[src/rtl/imem_loader_if.sv]
// rtl/imem_loader_if.sv - byte stream, memory write and status bundle for imem_loader
// Groups every loader signal except clk/reset.
//   host side  : start, word_count, in_data, in_valid -> loader; in_ready <- loader
//   memory side: mem_we, mem_addr, mem_wdata <- loader
//   status     : cpu_hold, busy, done, error <- loader
// master = host/memory/core side, slave = the loader itself.
interface imem_loader_if #(
   parameter int DEPTH = 16,
   parameter int BPW   = 2,
   parameter int WIDTH = 8 * BPW,
   parameter int AW    = $clog2(DEPTH * BPW),
   parameter int CW    = $clog2(DEPTH + 1)
);
   logic             start;
   logic [CW-1:0]    word_count;
   logic [7:0]       in_data;
   logic             in_valid;
   logic             in_ready;
   logic             mem_we;
   logic [AW-1:0]    mem_addr;
   logic [WIDTH-1:0] mem_wdata;
   logic             cpu_hold;
   logic             busy;
   logic             done;
   logic             error;

   modport master (
      output start, word_count, in_data, in_valid,
      input  in_ready, mem_we, mem_addr, mem_wdata, cpu_hold, busy, done, error
   );

   modport slave (
      input  start, word_count, in_data, in_valid,
      output in_ready, mem_we, mem_addr, mem_wdata, cpu_hold, busy, done, error
   );
endinterface

[src/rtl/imem_loader.sv]
// rtl/imem_loader.sv - loads the instruction memory from a byte stream, holding the core meanwhile
// Ports:
//   clk   : system clock, rising edge
//   reset : asynchronous, active-high
//   bus   : imem_loader_if.slave (byte stream in, memory write out, status out)
// Bytes are packed big-endian into WIDTH-bit words and written at byte
// addresses 0, BPW, 2*BPW, ... One WRITE cycle follows each assembled word.
module imem_loader #(
   parameter int DEPTH = 16,
   parameter int BPW   = 2,
   parameter int WIDTH = 8 * BPW,
   parameter int AW    = $clog2(DEPTH * BPW),
   parameter int CW    = $clog2(DEPTH + 1)
) (
   input  logic          clk,
   input  logic          reset,
   imem_loader_if.slave  bus
);

   // byte index needs at least one bit even when a word is a single byte
   localparam int               BIW       = (BPW > 1) ? $clog2(BPW) : 1;
   localparam logic [CW-1:0]    DEPTH_C   = CW'(DEPTH);
   localparam logic [BIW-1:0]   LAST_BYTE = BIW'(BPW - 1);

   typedef enum logic [1:0] {
      S_IDLE  = 2'd0,
      S_RECV  = 2'd1,
      S_WRITE = 2'd2,
      S_DONE  = 2'd3
   } state_t;

   state_t           state;
   state_t           nstate;
   logic [CW-1:0]    count_r;
   logic [CW-1:0]    word_idx;
   logic [BIW-1:0]   byte_idx;
   logic [WIDTH-1:0] wdata_r;
   logic             error_r;

   logic cnt_zero;
   logic cnt_legal;
   logic can_start;
   logic byte_fire;
   logic last_byte;
   logic last_word;

   assign cnt_zero  = (bus.word_count == '0);
   assign cnt_legal = !cnt_zero && (bus.word_count <= DEPTH_C);
   // start is only honoured when no load is in flight
   assign can_start = bus.start && ((state == S_IDLE) || (state == S_DONE));
   // in_ready is decoded from state alone, so this is the transfer condition
   assign byte_fire = (state == S_RECV) && bus.in_valid;
   assign last_byte = (byte_idx == LAST_BYTE);
   assign last_word = (word_idx == count_r - CW'(1));

   // state register
   always_ff @(posedge clk or posedge reset) begin
      if (reset) begin
         state <= S_IDLE;
      end else begin
         state <= nstate;
      end
   end

   // next-state logic
   always_comb begin
      nstate = state;
      case (state)
         S_IDLE: begin
            if (bus.start) begin
               if (cnt_legal) begin
                  nstate = S_RECV;
               end else if (cnt_zero) begin
                  nstate = S_DONE;
               end
            end
         end
         S_RECV: begin
            if (byte_fire && last_byte) begin
               nstate = S_WRITE;
            end
         end
         S_WRITE: begin
            nstate = last_word ? S_DONE : S_RECV;
         end
         S_DONE: begin
            if (bus.start) begin
               if (cnt_legal) begin
                  nstate = S_RECV;
               end else if (!cnt_zero) begin
                  nstate = S_IDLE;
               end
            end
         end
         default: nstate = S_IDLE;
      endcase
   end

   // datapath: count, indices, assembly register and sticky error flag
   always_ff @(posedge clk or posedge reset) begin
      if (reset) begin
         count_r  <= '0;
         word_idx <= '0;
         byte_idx <= '0;
         wdata_r  <= '0;
         error_r  <= 1'b0;
      end else begin
         if (can_start) begin
            if (cnt_legal) begin
               count_r  <= bus.word_count;
               word_idx <= '0;
               byte_idx <= '0;
               error_r  <= 1'b0;
            end else if (cnt_zero) begin
               error_r  <= 1'b0;
            end else begin
               error_r  <= 1'b1;
            end
         end
         if (byte_fire) begin
            // shift left by one byte; after BPW bytes the first byte sits on top
            wdata_r  <= WIDTH'({wdata_r, bus.in_data});
            byte_idx <= last_byte ? '0 : byte_idx + BIW'(1);
         end
         if (state == S_WRITE) begin
            byte_idx <= '0;
            if (!last_word) begin
               word_idx <= word_idx + CW'(1);
            end
         end
      end
   end

   // outputs decoded from registered state
   always_comb begin
      bus.in_ready  = (state == S_RECV);
      bus.mem_we    = (state == S_WRITE);
      bus.busy      = (state == S_RECV) || (state == S_WRITE);
      bus.cpu_hold  = (state != S_DONE);
      bus.done      = (state == S_DONE);
      bus.error     = error_r;
      bus.mem_addr  = AW'(word_idx * BPW);
      bus.mem_wdata = wdata_r;
   end

endmodule

[src/flat_wrapper.sv]
// flat-port wrapper written by rule: the top's interface ports become plain ports
module imem_loader_flat 
#(
   parameter int DEPTH = 16,
   parameter int BPW   = 2,
   parameter int WIDTH = 8 * BPW,
   parameter int AW    = $clog2(DEPTH * BPW),
   parameter int CW    = $clog2(DEPTH + 1)
)
  (clk, reset, bus_start, bus_word_count, bus_in_data, bus_in_valid, bus_in_ready, bus_mem_we, bus_mem_addr, bus_mem_wdata, bus_cpu_hold, bus_busy, bus_done, bus_error);
  imem_loader_if #(.DEPTH(DEPTH), .BPW(BPW), .WIDTH(WIDTH), .AW(AW), .CW(CW)) bus_i ();
  input  logic clk;
  input  logic reset;
  input wire logic [$bits(bus_i.start)-1:0] bus_start;
  input wire logic [$bits(bus_i.word_count)-1:0] bus_word_count;
  input wire logic [$bits(bus_i.in_data)-1:0] bus_in_data;
  input wire logic [$bits(bus_i.in_valid)-1:0] bus_in_valid;
  output wire logic [$bits(bus_i.in_ready)-1:0] bus_in_ready;
  output wire logic [$bits(bus_i.mem_we)-1:0] bus_mem_we;
  output wire logic [$bits(bus_i.mem_addr)-1:0] bus_mem_addr;
  output wire logic [$bits(bus_i.mem_wdata)-1:0] bus_mem_wdata;
  output wire logic [$bits(bus_i.cpu_hold)-1:0] bus_cpu_hold;
  output wire logic [$bits(bus_i.busy)-1:0] bus_busy;
  output wire logic [$bits(bus_i.done)-1:0] bus_done;
  output wire logic [$bits(bus_i.error)-1:0] bus_error;
  assign bus_i.start = bus_start;
  assign bus_i.word_count = bus_word_count;
  assign bus_i.in_data = bus_in_data;
  assign bus_i.in_valid = bus_in_valid;
  assign bus_in_ready = bus_i.in_ready;
  assign bus_mem_we = bus_i.mem_we;
  assign bus_mem_addr = bus_i.mem_addr;
  assign bus_mem_wdata = bus_i.mem_wdata;
  assign bus_cpu_hold = bus_i.cpu_hold;
  assign bus_busy = bus_i.busy;
  assign bus_done = bus_i.done;
  assign bus_error = bus_i.error;
  imem_loader #(.DEPTH(DEPTH), .BPW(BPW), .WIDTH(WIDTH), .AW(AW), .CW(CW)) u_core (.clk(clk), .reset(reset), .bus(bus_i));
endmodule
[config.mk]
export PLATFORM = sky130hd
export DESIGN_NAME = imem_loader_flat
export DESIGN_NICKNAME = d
export VERILOG_FILES = /design/src/rtl/imem_loader_if.sv /design/src/rtl/imem_loader.sv /design/src/flat_wrapper.sv
export SDC_FILE = /design/constraint.sdc
export NUM_CORES = 1
export LEC_CHECK = 0
export ABC_AREA = 1
export BUFFER_PORTS_ARGS = -buffer_cell sky130_fd_sc_hd__clkbuf_2
export CAP_MARGIN = 0
export CORE_ASPECT_RATIO = 1.2
export CORE_MARGIN = 2
export CORE_UTILIZATION = 55
export CTS_CLUSTER_SIZE = 28
export DETAILED_ROUTE_END_ITERATION = 10
export GPL_ROUTABILITY_DRIVEN = 0
export HOLD_SLACK_MARGIN = 0.05
export PLACE_DENSITY = 0.92
export SYNTH_ARGS = -nofsm -noshare
export SYNTH_HDL_FRONTEND = slang
export SYNTH_SLANG_ARGS = --single-unit
[constraint.sdc]
create_clock -name clk -period 2.8 [get_ports clk]
set_input_delay 0.56 -clock clk [delete_from_list [all_inputs] [get_ports clk]]
set_output_delay 0.56 -clock clk [all_outputs]
set_load 0.05 [all_outputs]
==> impl_metrics.env, run 1 <==
export IMPL_outcome="completed"
export IMPL_setup_viol=0
export IMPL_synth_seq_cells=30
export IMPL_std_cell_rows=21
export IMPL_synthTopCellsByCount="nand2_1, dfrtp_1, inv_1, o21ai_0, nand3_1"
export IMPL_place_port_buffers=42
export IMPL_yosysTopAreaCell="dfrtp_1"
export IMPL_ys_warnings_count=0
export IMPL_worstPathRequired_ns=2.24
export IMPL_setup_tns_ns=0
export IMPL_fin_skew_ns=0.0113
export IMPL_drtIter0Drc=24
export IMPL_syn_avg_cell_area_um2=7.72
export IMPL_grt_first_pass_wirelength_mm=5.75
export IMPL_dieArea_um2=3460
export IMPL_hp_class="in2async"
export IMPL_cp_max_fo=8
export IMPL_viasPerCell=4.93
export IMPL_synthTopCellsByArea="dfrtp_1, nand2_1, ha_1, inv_1, o21ai_0"
export IMPL_fmax_mhz=469
export IMPL_period_needed_ns=2.13
export IMPL_hold_viol_final=0
export IMPL_synth_area_um2=1650
export IMPL_slowest_delay_ns=0.41
export IMPL_drive_gt1_share_pct=24.9
export IMPL_synth_edff_count=0
export IMPL_cp_start_kind="flop"
export IMPL_drt_pre_antenna_iters=4
export IMPL_clock_latency_ns=0.33
export IMPL_dpl_cell_count=283
export IMPL_reg2reg_from="u_core.state[1]"
export IMPL_clkTransAtPathRegs_ns=0.11
export IMPL_max_cap_violations=0
export IMPL_crit_chain="inv_1 > ha_1 > clkbuf_2"
export IMPL_synth_seq_area_share_pct=45.5
export IMPL_syn_nets=240
export IMPL_crit_type="reg2out"
export IMPL_diodes=0
export IMPL_ctsResizeCount=0
export IMPL_dr_total_vias=1434
export IMPL_clk_path_buf_depth=2
export IMPL_ios=44
export IMPL_synth_cell_types=22
export IMPL_slew_viol_final=0
export IMPL_drt_wl_total_mm=3.27
export IMPL_chipHeight_um=64.0
export IMPL_crit_start="u_core.state[0]"
export IMPL_fin_crit_sh_pct=76.2
export IMPL_ys_flop_type="dfrtp_1"
export IMPL_cts_setup_buffers=0
export IMPL_wire_per_inst_um=11.2
export IMPL_clock_tree_root_cell="clkbuf_4"
export IMPL_drtAntennaViolNets=0
export IMPL_antenna_found_initial=0
export IMPL_async_reset_ff_share_pct=100
export IMPL_yosysTopAreaCellShare_pct=45.5
export IMPL_whs_ns=0.256
export IMPL_chipWidth_um=54.0
export IMPL_cts_tree="built"
export IMPL_grt_usage_pct=22.4
export IMPL_nets=282
export IMPL_endpoint_kind="primary output"
export IMPL_synth_cells=214
export IMPL_cp_arrival_ns=1.57
export IMPL_cpMaxStageDelayCell="dfrtp_1"
export IMPL_numCtsBuffers=5
export IMPL_drc_errors=0
export IMPL_cts_sinks=30
export IMPL_overflow=0
export IMPL_area_delta_synth_final_pct=16.6
export IMPL_cts_htree_levels=2
export IMPL_grt_start_max_net_pins=31
export IMPL_coreArea_um2=2840
export IMPL_synth_most_common_cell="nand2_1"
export IMPL_holdBufCountCts=0
export IMPL_grt_pass1_vias=1383
export IMPL_initial_core_util_pct=58.2
export IMPL_fin_cells=291
export IMPL_grt_setup_unrepaired="false"
export IMPL_dp_hpwl_mm=2.49
## state kept, by name, summed over array words and instances (netlist names)
| register | cells |
|---|---|
| u_core.bus.error | 1 |
| u_core.bus.mem_wdata | 16 |
| u_core.byte_idx | 1 |
| u_core.count_r | 5 |
| u_core.state | 2 |
| u_core.word_idx | 5 |
## area by class of cell
class | count | area, um2
flip-flops and latches | 30 | 751
repair buffers | 43 | 218
clock inverters | 2 | 12.5
multi-input cells | 147 | 742
inverters | 29 | 109
well taps | 34 | 42.5
clock buffers | 6 | 51.3
fillers | 256 | 912
## critical path: cells and delay by family (launching register included)
family,cells,cell delay [ns]
buf+inv,2,0.48
flops,1,0.41
fa+ha+maj,1,0.36
## layout by cell type (no fill, tap or decap), drive strengths merged, types with 3 or more instances in the layout
cell type / n
inv: 29
a21oi: 11
nand3: 12
o21ai: 16
clkbuf: 48
dfrtp: 30
nor2: 13
xor2: 3
nand2: 79
ha: 9
## metal layers
layer / global-route usage [%] / vias up / wire, um
li1: - / 742 / -
met1: 27.8 / 648 / 1460
met2: 37.3 / 38 / 1590
met3: 5.61 / 6 / 167
met4: 6.88 / 0 / 43
met5: 0 / - / 0
## cell families after synthesis
family	Yosys count	share of synthesized area [%]
AOI/OAI and AO/OA	28	8.56
xor gates and xnor gates	3	1.59
adders and majority gates	9	6.82
buffers and inverters	37	9.62
DFF	30	45.5
muxes	1	0.682
other	1	0.227
and+or+nand+nor	105	27.0
## worst paths after layout
kind                                             to  slack (ns)  depth (start not counted)
setup / recovery                         bus_mem_we        0.67                          3
hold / removal                   u_core.word_idx[0]        0.26                          3
setup reg to reg                    u_core.state[0]        0.77                          9
hold reg to reg            u_core.bus.mem_wdata[13]        0.50                          2
max in group asynchronous         u_core.count_r[4]        2.26                          3
min in group clk            u_core.bus.mem_wdata[1]        0.43                          3
## metrics by stage
| step | instance area, um2 | setup slack (ns) | utilization (%) |
|---|---|---|---|
| 2_1_floorplan | 1650 | 0.876 | - |
| 3_3_place_gp | 1860 | 0.678 | 65.6 |
| 3_5_place_dp | 1860 | 0.628 | 65.6 |
| 4_1_cts | 1930 | 0.654 | 67.9 |
| 5_1_grt | 1930 | 0.545 | 67.9 |
| 6_report | 1930 | 0.667 | 67.9 |
Power of run 1 is not shown: default switching activity piles up to over one toggle a cycle in this logic, so the estimate is an artifact.
==> run 2, diff against run 1 <==
--- a/config.mk
+++ b/config.mk
@@ -5,17 +5,17 @@
 export SDC_FILE = /design/constraint.sdc
 export NUM_CORES = 1
 export LEC_CHECK = 0
-export ABC_AREA = 1
+export ABC_AREA = 0
 export BUFFER_PORTS_ARGS = -buffer_cell sky130_fd_sc_hd__clkbuf_2
 export CAP_MARGIN = 0
 export CORE_ASPECT_RATIO = 1.2
 export CORE_MARGIN = 2
-export CORE_UTILIZATION = 55
+export CORE_UTILIZATION = 46
 export CTS_CLUSTER_SIZE = 28
 export DETAILED_ROUTE_END_ITERATION = 10
 export GPL_ROUTABILITY_DRIVEN = 0
 export HOLD_SLACK_MARGIN = 0.05
-export PLACE_DENSITY = 0.92
+export PLACE_DENSITY = 0.84
 export SYNTH_ARGS = -nofsm -noshare
 export SYNTH_HDL_FRONTEND = slang
 export SYNTH_SLANG_ARGS = --single-unit
==> constraint.sdc (replaced) <==
create_clock -name clk -period 1.85 [get_ports clk]
set_input_delay 0.37 -clock clk [delete_from_list [all_inputs] [get_ports clk]]
set_output_delay 0.37 -clock clk [all_outputs]
set_load 0.05 [all_outputs]
==> impl_metrics.env, run 2 <==
export IMPL_outcome="completed"
export IMPL_async_reset_ff_share_pct=100
export IMPL_drtAntennaViolNets=0
export IMPL_dieArea_um2=3880
export IMPL_ys_warnings_count=0
export IMPL_fmax_mhz=554
export IMPL_synth_edff_count=0
export IMPL_cp_max_fo=3
export IMPL_use_met3_pct=6.62
export IMPL_mostFrequentLayoutCell="clkbuf_2"
export IMPL_synth_cells=130
export IMPL_drtIter0Drc=51
export IMPL_clkTransAtPathRegs_ns=0.07
export IMPL_cp_start_kind="input port"
export IMPL_ios=44
export IMPL_whs_ns=0.144
export IMPL_synth_seq_cells=30
export IMPL_overflow=0
export IMPL_cpMaxStageDelayCell="or4_4"
export IMPL_yosysTopAreaCellShare_pct=48.0
export IMPL_drt_pre_antenna_iters=4
export IMPL_max_cap_violations=0
export IMPL_grt_usage_pct=19.5
export IMPL_ys_flop_type="dfrtp_1"
export IMPL_cts_htree_levels=2
export IMPL_mostFrequentLayoutCells="clkbuf_2, dfrtp_1, mux2_2"
export IMPL_rrSetupSlack_ns=0.08
export IMPL_grt_pass1_vias=1219
export IMPL_chipWidth_um=57.2
export IMPL_fin_area_um2=2020
export IMPL_grt_first_pass_wirelength_mm=5.45
export IMPL_diodes=0
export IMPL_numCtsBuffers=5
export IMPL_cp_arrival_ns=1.96
export IMPL_drive_gt1_share_pct=54.8
export IMPL_worst_path_most_repeated_cell="buf_4"
export IMPL_dr_total_vias=1188
export IMPL_antenna_found_initial=0
export IMPL_grt_start_max_net_pins=31
export IMPL_drt_wl_total_mm=3.38
export IMPL_fin_crit_sh_pct=97.5
export IMPL_slew_viol_final=0
export IMPL_area_delta_synth_final_pct=29.2
export IMPL_synth_area_um2=1560
export IMPL_cts_tree="built"
export IMPL_worstRegToRegCells=7
export IMPL_nets=211
export IMPL_placed_cell_area_um2=1880
export IMPL_clock_tree_root_cell="clkbuf_8"
export IMPL_viasPerCell=5.33
export IMPL_synth_most_common_cell="dfrtp_1"
export IMPL_chipHeight_um=67.9
export IMPL_setup_viol=0
export IMPL_initial_core_util_pct=47.3
export IMPL_place_port_buffers=42
export IMPL_coreArea_um2=3310
export IMPL_hp_class="in2async"
export IMPL_largest_reg_flops=16
export IMPL_syn_avg_cell_area_um2=12.0
export IMPL_crit_chain="clkbuf_2 > or4_4 > inv_2 > ha_4 > o21ai_1 > a222oi_1 > buf_4 > buf_4 > o22ai_1"
export IMPL_n_fill_cell=275
export IMPL_syn_nets=156
export IMPL_fin_skew_ns=0.00695
export IMPL_hold_viol_final=0
export IMPL_busiest_layer="met2"
export IMPL_yosysTopAreaCell="dfrtp_1"
export IMPL_endpoint_kind="flop"
export IMPL_synth_seq_area_share_pct=48.0
export IMPL_seqCellArea_um2=752
export IMPL_multi_input_area_um2=777
export IMPL_reg2reg_from="u_core.count_r[1]"
export IMPL_synthTopCellsByArea="dfrtp_1, mux2_2, ha_1, buf_4, xnor2_1"
export IMPL_r2r_end="u_core.word_idx[0]"
export IMPL_use_met2_pct=35.9
export IMPL_std_cell_rows=23
export IMPL_grtUsageMet1_pct=19.4
export IMPL_synthTopCellsByCount="dfrtp_1, mux2_2, ha_1, inv_1, nand2_1"
export IMPL_worstPathRequired_ns=2.01
export IMPL_drc_errors=0
export IMPL_synth_cell_types=36
export IMPL_period_needed_ns=1.80
export IMPL_cts_sinks=30
export IMPL_slowest_delay_ns=0.54
export IMPL_clock_latency_ns=0.28
export IMPL_crit_type="in2reg"
export IMPL_wire_per_inst_um=15.1
export IMPL_dp_hpwl_mm=2.54
export IMPL_clk_path_buf_depth=2
[run 2: cell types whose count changed after synthesis, moves of 3 or more]
cell,previous run,this run
nand2_1,75,8
nand2_2,3,0
mux2_2,1,22
o21ai_0,15,4
inv_1,25,9
a211oi_1,0,3
xnor2_1,0,4
a21oi_1,11,2
inv_2,4,0
nand3_1,12,4
nand3b_1,0,3
nor2_1,9,1
[run 2: worst max path at each step]
stage	from	endpoint	slack, ns	cells past startpoint
3_3_place_gp	bus_word_count[0]	u_core.state[0]	-0.16	8
6_report	bus_word_count[0]	u_core.state[1]	0.05	9
2_1_floorplan	bus_word_count[0]	u_core.state[0]	-0.06	7
5_1_grt	bus_word_count[0]	u_core.state[1]	-0.02	9
3_5_place_dp	bus_word_count[0]	u_core.state[0]	-0.29	8
4_1_cts	u_core.state[0]	u_core.word_idx[0]	0.01	6
[run 2: cells by family (layout without fill, tap and decap cells)]
kind of cell | Yosys count | in the layout | synth area share, %
AO/OA/AOI/OAI | 20 | 20 | 10.3
flip-flops | 30 | 30 | 48.0
adder cells (fa/ha/maj) | 9 | 9 | 7.20
XOR/XNOR | 7 | 7 | 3.92
other | 1 | 1 | 0.240
buffers and inverters | 16 | 72 | 5.60
multiplexers | 22 | 22 | 15.8
AND/OR/NAND/NOR | 25 | 25 | 8.88
[run 2: per-stage QoR]
step	cells	setup TNS, ns	setup slack, ns	utilization [%]
after detailed placement	212	-2.01	-0.293	56.7
after global routing	223	-0.0397	-0.0205	61.1
after CTS	220	0	0.0146	59.4
after floorplan	130	-0.0850	-0.0588	-
after global placement	212	-1.43	-0.161	56.7
final	223	0	0.0461	61.1
[run 2: timing repair]
item,CTS,global route
buffers inserted,0,3
hold buffers,0,0
setup endpoints to repair,0,4
resized for setup,0,7
[run 2: layer usage]
| layer | up-vias | share of wire, % |
|---|---|---|
| met4 | 0 | 2.5 |
| met2 | 38 | 55 |
| li1 | 559 | - |
| met5 | - | 0 |
| met3 | 7 | 5.1 |
| met1 | 584 | 38 |
[run 2: layout make-up]
type | count | share of cell area [%]
Multi-Input combinational cell | 84 | 38.5
Sequential cell | 30 | 37.2
Timing Repair Buffer | 55 | 15.9
Clock buffer | 7 | 4.27
Tap cell | 37 | 2.29
Inverter | 9 | 1.67
Clock inverter | 1 | 0.248
[run 2: worst max-delay path, delay by kind of cell]
family                   cells  cell delay (ns)
buffers and inverters        4             0.46
adder cells (fa/ha/maj)      1             0.14
AO/OA/AOI/OAI                3             0.45
AND/OR/NAND/NOR              1             0.54
Power of run 2 is left out for the same reason.
